## config.mk

```make
export PLATFORM = sky130hd
export DESIGN_NAME = scan_select_gen
export DESIGN_NICKNAME = d
export VERILOG_FILES = /design/src/rtl/scan_select_gen.sv
export SDC_FILE = /design/constraint.sdc
export NUM_CORES = 1
export LEC_CHECK = 0
export CORE_AREA = 2 2 39 41
export DETAILED_ROUTE_END_ITERATION = 6
export DIE_AREA = 0 0 41 43
export REMOVE_ABC_BUFFERS = 1
export SLEW_MARGIN = 0
export SYNTH_ARGS = -nofsm -noshare
export SYNTH_HDL_FRONTEND = slang
export SYNTH_SLANG_ARGS = --single-unit
```

## constraint.sdc

```tcl
create_clock -name clk -period 1.7 [get_ports clk]
set_clock_uncertainty 0.05 [all_clocks]
set_input_delay 0.425 -clock clk [delete_from_list [all_inputs] [get_ports clk]]
set_output_delay 0.425 -clock clk [all_outputs]
set_load 0.01 [all_outputs]
```

## src/rtl/scan_select_gen.sv

```systemverilog
// Select-code sequencer for a downstream 3x8 decoder: sweeps {A,B,C} from 0 to LAST_SEL,
// holding each code TICK_DIV cycles. Optional `SCAN_HOLD_EN adds a hold input that freezes the sweep.
module scan_select_gen #(
    parameter int TICK_DIV = 4,
    parameter int LAST_SEL = 7
) (
    input  logic clk,
    input  logic rst_n,
    input  logic start,
    input  logic stop,
    input  logic mode,
`ifdef SCAN_HOLD_EN
    input  logic hold,
`endif
    output logic A,
    output logic B,
    output logic C,
    output logic En,
    output logic busy,
    output logic done
);

    localparam int TW = $clog2(TICK_DIV) + 1;

    localparam logic [1:0] ST_IDLE = 2'd0;
    localparam logic [1:0] ST_RUN  = 2'd1;
    localparam logic [1:0] ST_DONE = 2'd2;

    localparam logic [TW-1:0] TICK_LAST = TW'(TICK_DIV - 1);
    localparam logic [2:0]    SEL_LAST  = 3'(LAST_SEL);

    logic [1:0]    state;
    logic [TW-1:0] tick;
    logic [2:0]    sel;
    logic          mode_q;
    logic          hold_active;

`ifdef SCAN_HOLD_EN
    assign hold_active = hold;
`else
    assign hold_active = 1'b0;
`endif

    assign {A, B, C} = sel;

    // sel, En, busy and done are all flops; every transition sets them for the next state.
    always_ff @(posedge clk or negedge rst_n) begin
        if (!rst_n) begin
            state  <= ST_IDLE;
            tick   <= '0;
            sel    <= 3'd0;
            mode_q <= 1'b0;
            En     <= 1'b0;
            busy   <= 1'b0;
            done   <= 1'b0;
        end else begin
            case (state)
                ST_IDLE: begin
                    sel  <= 3'd0;
                    En   <= 1'b0;
                    busy <= 1'b0;
                    done <= 1'b0;
                    tick <= '0;
                    if (start) begin
                        state  <= ST_RUN;
                        En     <= 1'b1;
                        busy   <= 1'b1;
                        mode_q <= mode;
                    end
                end
                ST_RUN: begin
                    if (stop) begin
                        state <= ST_IDLE;
                        sel   <= 3'd0;
                        tick  <= '0;
                        En    <= 1'b0;
                        busy  <= 1'b0;
                    end else if (hold_active) begin
                        tick <= tick;
                    end else if (tick == TICK_LAST) begin
                        tick <= '0;
                        if (sel < SEL_LAST) begin
                            sel <= sel + 3'd1;
                        end else if (mode_q) begin
                            sel <= 3'd0;
                        end else begin
                            state <= ST_DONE;
                            sel   <= 3'd0;
                            En    <= 1'b0;
                            busy  <= 1'b0;
                            done  <= 1'b1;
                        end
                    end else begin
                        tick <= tick + TW'(1);
                    end
                end
                ST_DONE: begin
                    state <= ST_IDLE;
                    done  <= 1'b0;
                end
                default: begin
                    state <= ST_IDLE;
                    sel   <= 3'd0;
                    tick  <= '0;
                    En    <= 1'b0;
                    busy  <= 1'b0;
                    done  <= 1'b0;
                end
            endcase
        end
    end

endmodule
```

# Yosys cells after proc, flatten, opt, wreduce, memory -nomap -nowiden
# Cells that the tools add are included.
dict set report word_totals {
  ram_bits 0
  wordCells 51
  rom_bits 0
  n_memories 0
  regBits 11
  output_inout_bits 6
  in_bits 5
  latchBits 0
}
dict set report classes {
  n_mul 0
  n_div 0
  muxes 24
  n_eq_ne 11
  n_reduce_logical 6
  addsub 2
  n_bitwise 1
  order_cmp 1
  shift 0
}
# cell n
set ops {}
lappend ops {{3-bit 2-to-1 mux} 5}
lappend ops {{3-bit one-hot mux with 2 select lines} 2}
lappend ops {{4-bit AND reduction} 3}
lappend ops {{1-bit 2-to-1 mux} 10}
lappend ops {{2-bit 2-to-1 mux} 5}
lappend ops {{2-bit != test (second input constant)} 5}
lappend ops {{3-bit != test (second input constant)} 3}
lappend ops {{3-bit by 1-bit adder with 3-bit output (second input constant)} 2}
lappend ops {{2-bit one-hot mux with 2 select lines} 1}
lappend ops {{2-bit AND reduction} 2}
lappend ops {{3-bit by 2-bit == test with 1-bit output (second input constant)} 1}
lappend ops {{3-bit less-than comparator (second input constant)} 1}
lappend ops {{1-bit one-hot mux with 3 select lines} 1}
lappend ops {{2-bit by 1-bit == test with 1-bit output (second input constant)} 1}
lappend ops {{2-bit == test (second input constant)} 1}
lappend ops {{2-bit logical NOT} 1}
lappend ops {{1-bit NOT} 1}

# Depth between registers and ports, before layout
dict set report logic_depth {
  depth_word 5
  mapped_depth 4
  ltp_nobuf 4
}

# Worst setup path after synthesis
# Ideal clock, no wire load.
dict set report synth_timing {
  kind {reg-to-reg}
  from {register tick[0]}
  to {register done}
  path_stages_with_launch 5
  t_arrival_ns 1.068
  setup_slack_ns 0.500
  period_less_slack_ns 1.200
  n_path_buf 0
  setup_ns 0.083
  cell_sequence {dfrtp_1 > ha_1 > nand2b_1 > or3_1 > o21ai_0}
}
dict set report synth_between {
  elab_chain_cells 3
}
# element line
set synth_lines {}
lappend synth_lines {{start, declared} 33} ;# logic [TW-1:0] tick;
lappend synth_lines {{start signal, assigned} 79} ;# tick <= tick;
lappend synth_lines {{start signal, assigned} 94} ;# tick <= tick + TW'(1);
lappend synth_lines {{3-bit by 2-bit == test with 1-bit output} 80} ;# end else if (tick == TICK_LAST) begin
lappend synth_lines {{2-bit != test (no line)} n/a}
lappend synth_lines {{4-bit AND reduction (no line)} n/a}
lappend synth_lines {{end signal, assigned} 91} ;# done <= 1'b1;
lappend synth_lines {{end signal, assigned} 99} ;# done <= 1'b0;
lappend synth_lines {{end signal, assigned} 107} ;# done <= 1'b0;
lappend synth_lines {{end, declared} 20} ;# output logic done
# No other way between the ends.
# A chain may end at the register's enable or synchronous reset.

# Worst setup path in the final report
dict set report layout_timing {
  from {register sel[1]}
  to {output port B}
}
# element line
set layout_lines {}
lappend layout_lines {{start, declared} 34} ;# logic [2:0] sel;
lappend layout_lines {{start signal, assigned} 83} ;# sel <= sel + 3'd1;
lappend layout_lines {{end, declared} 16} ;# output logic B,
# No word-level cell between the ends.

==> results by group <==
Yosys
  • Synth top area cells: dfrtp_1 52%, ha_1 4.7%, a21oi_1 3.8%, nor3b_4 3.5%, nand2b_1 2.3%
  • Yosys warning count: 0
  • Largest area contributor in the netlist: dfrtp_1
  • Synth top area share: 0.5164
  • Post-Syn Instances: 48
  • Synth top cells by count: 11 x dfrtp_1, 4 x a21oi_1, 3 x nand2_1, 3 x nor2_1
  • Post-synth EDFFs: 0
  • Avg Inst Size Synth: 11.10 um2
  • Ys async rst share: 1.000
  • Syn Std Cell Area: 533.0 um2
  • #FFs+latches synth: 11
  • Yosys cell types: 26
  • Ys flop type: dfrtp_1
  • Sequential area share after synthesis: 0.5164
  • Count leader, synth: dfrtp_1

Critical path
  • R2r setup slk: 0.38 ns
  • CP required: 1.22 ns
  • Worst Setup End Kind: primary output
  • Reg2reg end: done
  • Max FO, Critical Path: 2
  • Startpoint Class: flop
  • Worst r2r src: tick[0]
  • Slowest library cell on the worst path: clkdlybuf4s50_1
  • CP top delay family: buffers and inverters
  • Critical path destination: B
  • Crit-path cells: clkdlybuf4s50_1
  • WP data arrival: 1.16 ns
  • CP Class: flop to primary output
  • CP bufs+invs: 1
  • CP max stage delay: 0.53 ns
  • CP Depth: 1
  • Crit path launch: sel[1]
  • R2R cell count: 4

Clocking
  • CTS buffer count: 3
  • CTS max path bufs: 2
  • CTS H-tree depth: 1
  • Post-CTS Hold Buffers: 0
  • CTS tree: done
  • CTS clock-pin slew for the worst setup and hold paths: 0.07 ns
  • Clock root cell: clkbuf_4
  • Clock Sinks: 11
  • Clock Latency Late Sink: 0.27 ns

Finish
  • Ant. Diodes: 0
  • Final net count: 72
  • Post-Layout Inst Area: 699.4 um2
  • Final cell count without fillers: 80
  • Layout area overhead: 31.22%
  • Layout cells sized above 1: 0.1719

STA
  • Post-Route Setup TNS: 0 ns
  • Tcrit/Tclk final: 0.9644
  • Post-route setup slack: 0.06057 ns
  • RSZ-0062 raised after global routing: no
  • Final setup viols: 0
  • Max Fclk: 610.0 MHz
  • Hold Fails Final Rpt: 0
  • Slew HR: 0.6715
  • Min Tclk post-route: 1.639 ns
  • Slew @ Worst Pin: 0.4912 ns
  • Fin. max-slew vios: 0

Status
  • Status: completed

Floorplan
  • Starting Density: 0.3852
  • Die width: 41 um
  • Die area: 1763 um2
  • Core Rows: 14
  • Io pins: 11
  • Core Box Area: 1384 um2
  • Die Span Y: 43 um

Job
  • Max cap viols: 0

Drt
  • Routed vias: 417
  • Iteration-0 DRC Markers: 9
  • Number of routed nets with antenna violations: 0
  • Drt pass-1 iters: 4
  • Final wirelength: 963 um
  • DR WL/cell: 12.04 um
  • DRC Markers: 0
  • Vias per inst: 5.213

Worst hold path
  • Hold WC Path Type: primary input to async pin

Pwr
  • Lkg Pwr: 0.3287 nW
  • Design Power: 0.0005818 W
  • Cell Pwr Density: 831.8 nW/um2
  • Worst VDD drop: 395.3 uV

Global routing
  • All-Layer GR Usage: 0.1404
  • Vias in the first global route: 354
  • First-pass GRT wire length: 1573 um
  • Initial antenna violation count: 0
  • Largest net degree at the start of global routing: 12
  • Gr ovfl total: 0

Place
  • RePlAce Congestion: 0.7211
  • Placed Instance Area: 645.6 um2
  • Port Buf Inserts: 10
  • HPWL after detailed placement: 692.9 um
  • Post-Place Setup Slack: -0.02078 ns
  • Placed insts: 73
cell usage in the layout (no fill, tap or decap), drive strengths merged:
master | netlist | final
nand2b | 2 | 2
nand2 | 3 | 3
nor2 | 3 | 3
dfrtp | 11 | 11
nand4b | 1 | 1
nand3 | 2 | 2
clkbuf | 0 | 4
or3 | 1 | 1
buf | 1 | 3
o21ai | 2 | 2
ha | 2 | 2
nor2b | 1 | 1
o21a | 1 | 1
a22o | 1 | 1
inv | 1 | 1
or3b | 1 | 1
dlymetal6s2s | 0 | 2
clkdlybuf4s50 | 0 | 8
and2b | 1 | 1
nand4 | 1 | 1
o211ai | 1 | 1
a21oi | 4 | 4
nor3 | 1 | 1
nor3b | 1 | 1
a21boi | 1 | 1
mux2 | 1 | 1
nand3b | 1 | 1
o22ai | 2 | 2
o31ai | 1 | 1
timing repair:
item                       in CTS  in global routing
setup endpoints to repair       3                  2
resized for setup               0                  2
setup buffers                   3                  0
sequential cells by signal (all words and copies together) (netlist names):
name and count:
mode_q 1, done 1, tick 3, state 2
busy 1, sel 3
cell families (layout without fill, tap and decap cells):
logic type / count (synthesis) / in the layout / share of synthesized area
buf+inv: 2 / 18 / 0.02113
mux: 1 / 1 / 0.02113
fa+ha+maj: 2 / 2 / 0.04694
compound gates: 13 / 13 / 0.1620
simple gates: 19 / 19 / 0.2324
flops: 11 / 11 / 0.5164
worst register-to-register path, stage by stage, from the launching register on:
cell	delay [ns]
dfrtp_1	0.40
ha_1	0.20
nand2b_1	0.11
or3_1	0.33
o21ai_0	0.15
per-stage QoR:
step | hold slack (ns) | util
3_3_place_gp | 0.4416 | 0.4665
4_1_cts | 0.4528 | 0.5018
6_report | 0.4304 | 0.5054
5_1_grt | 0.4742 | 0.5054
2_1_floorplan | 0.07941 | -
3_5_place_dp | 0.4438 | 0.4665
final cells by class:
class	count	area (um2)
clock buffers	4	26.28
fillers	134	684.4
inverters	1	3.754
multi-input cells	35	246.5
flip-flops and latches	11	275.3
well taps	16	20.02
repair buffers	13	127.6
report_power, final:
part / switching, W / internal, W
logic: 0.0000424 / 0.0000571
clock network: 0.0000918 / 0.0000910
registers: 0.0000178 / 0.000282
metal layers:
metal,vias up,GRT usage,part of all wire
met3,4,0.03141,0.024
met2,6,0.1719,0.44
met1,199,0.1980,0.50
li1,208,-,-
met5,-,0,0
met4,0,0.1200,0.034
worst min-delay path by stage:
stage / startpoint / endpoint / slack (ns) / depth (start not counted)
6_report: rst_n / sel[2] / 0.43 / 1
5_1_grt: rst_n / sel[2] / 0.47 / 1
4_1_cts: rst_n / sel[2] / 0.45 / 1
3_5_place_dp: tick[1] / tick[1] / 0.44 / 1
3_3_place_gp: tick[2] / tick[2] / 0.44 / 1
2_1_floorplan: rst_n / busy / 0.08 / 0
Note: power is estimated with default switching activity, not from simulation.
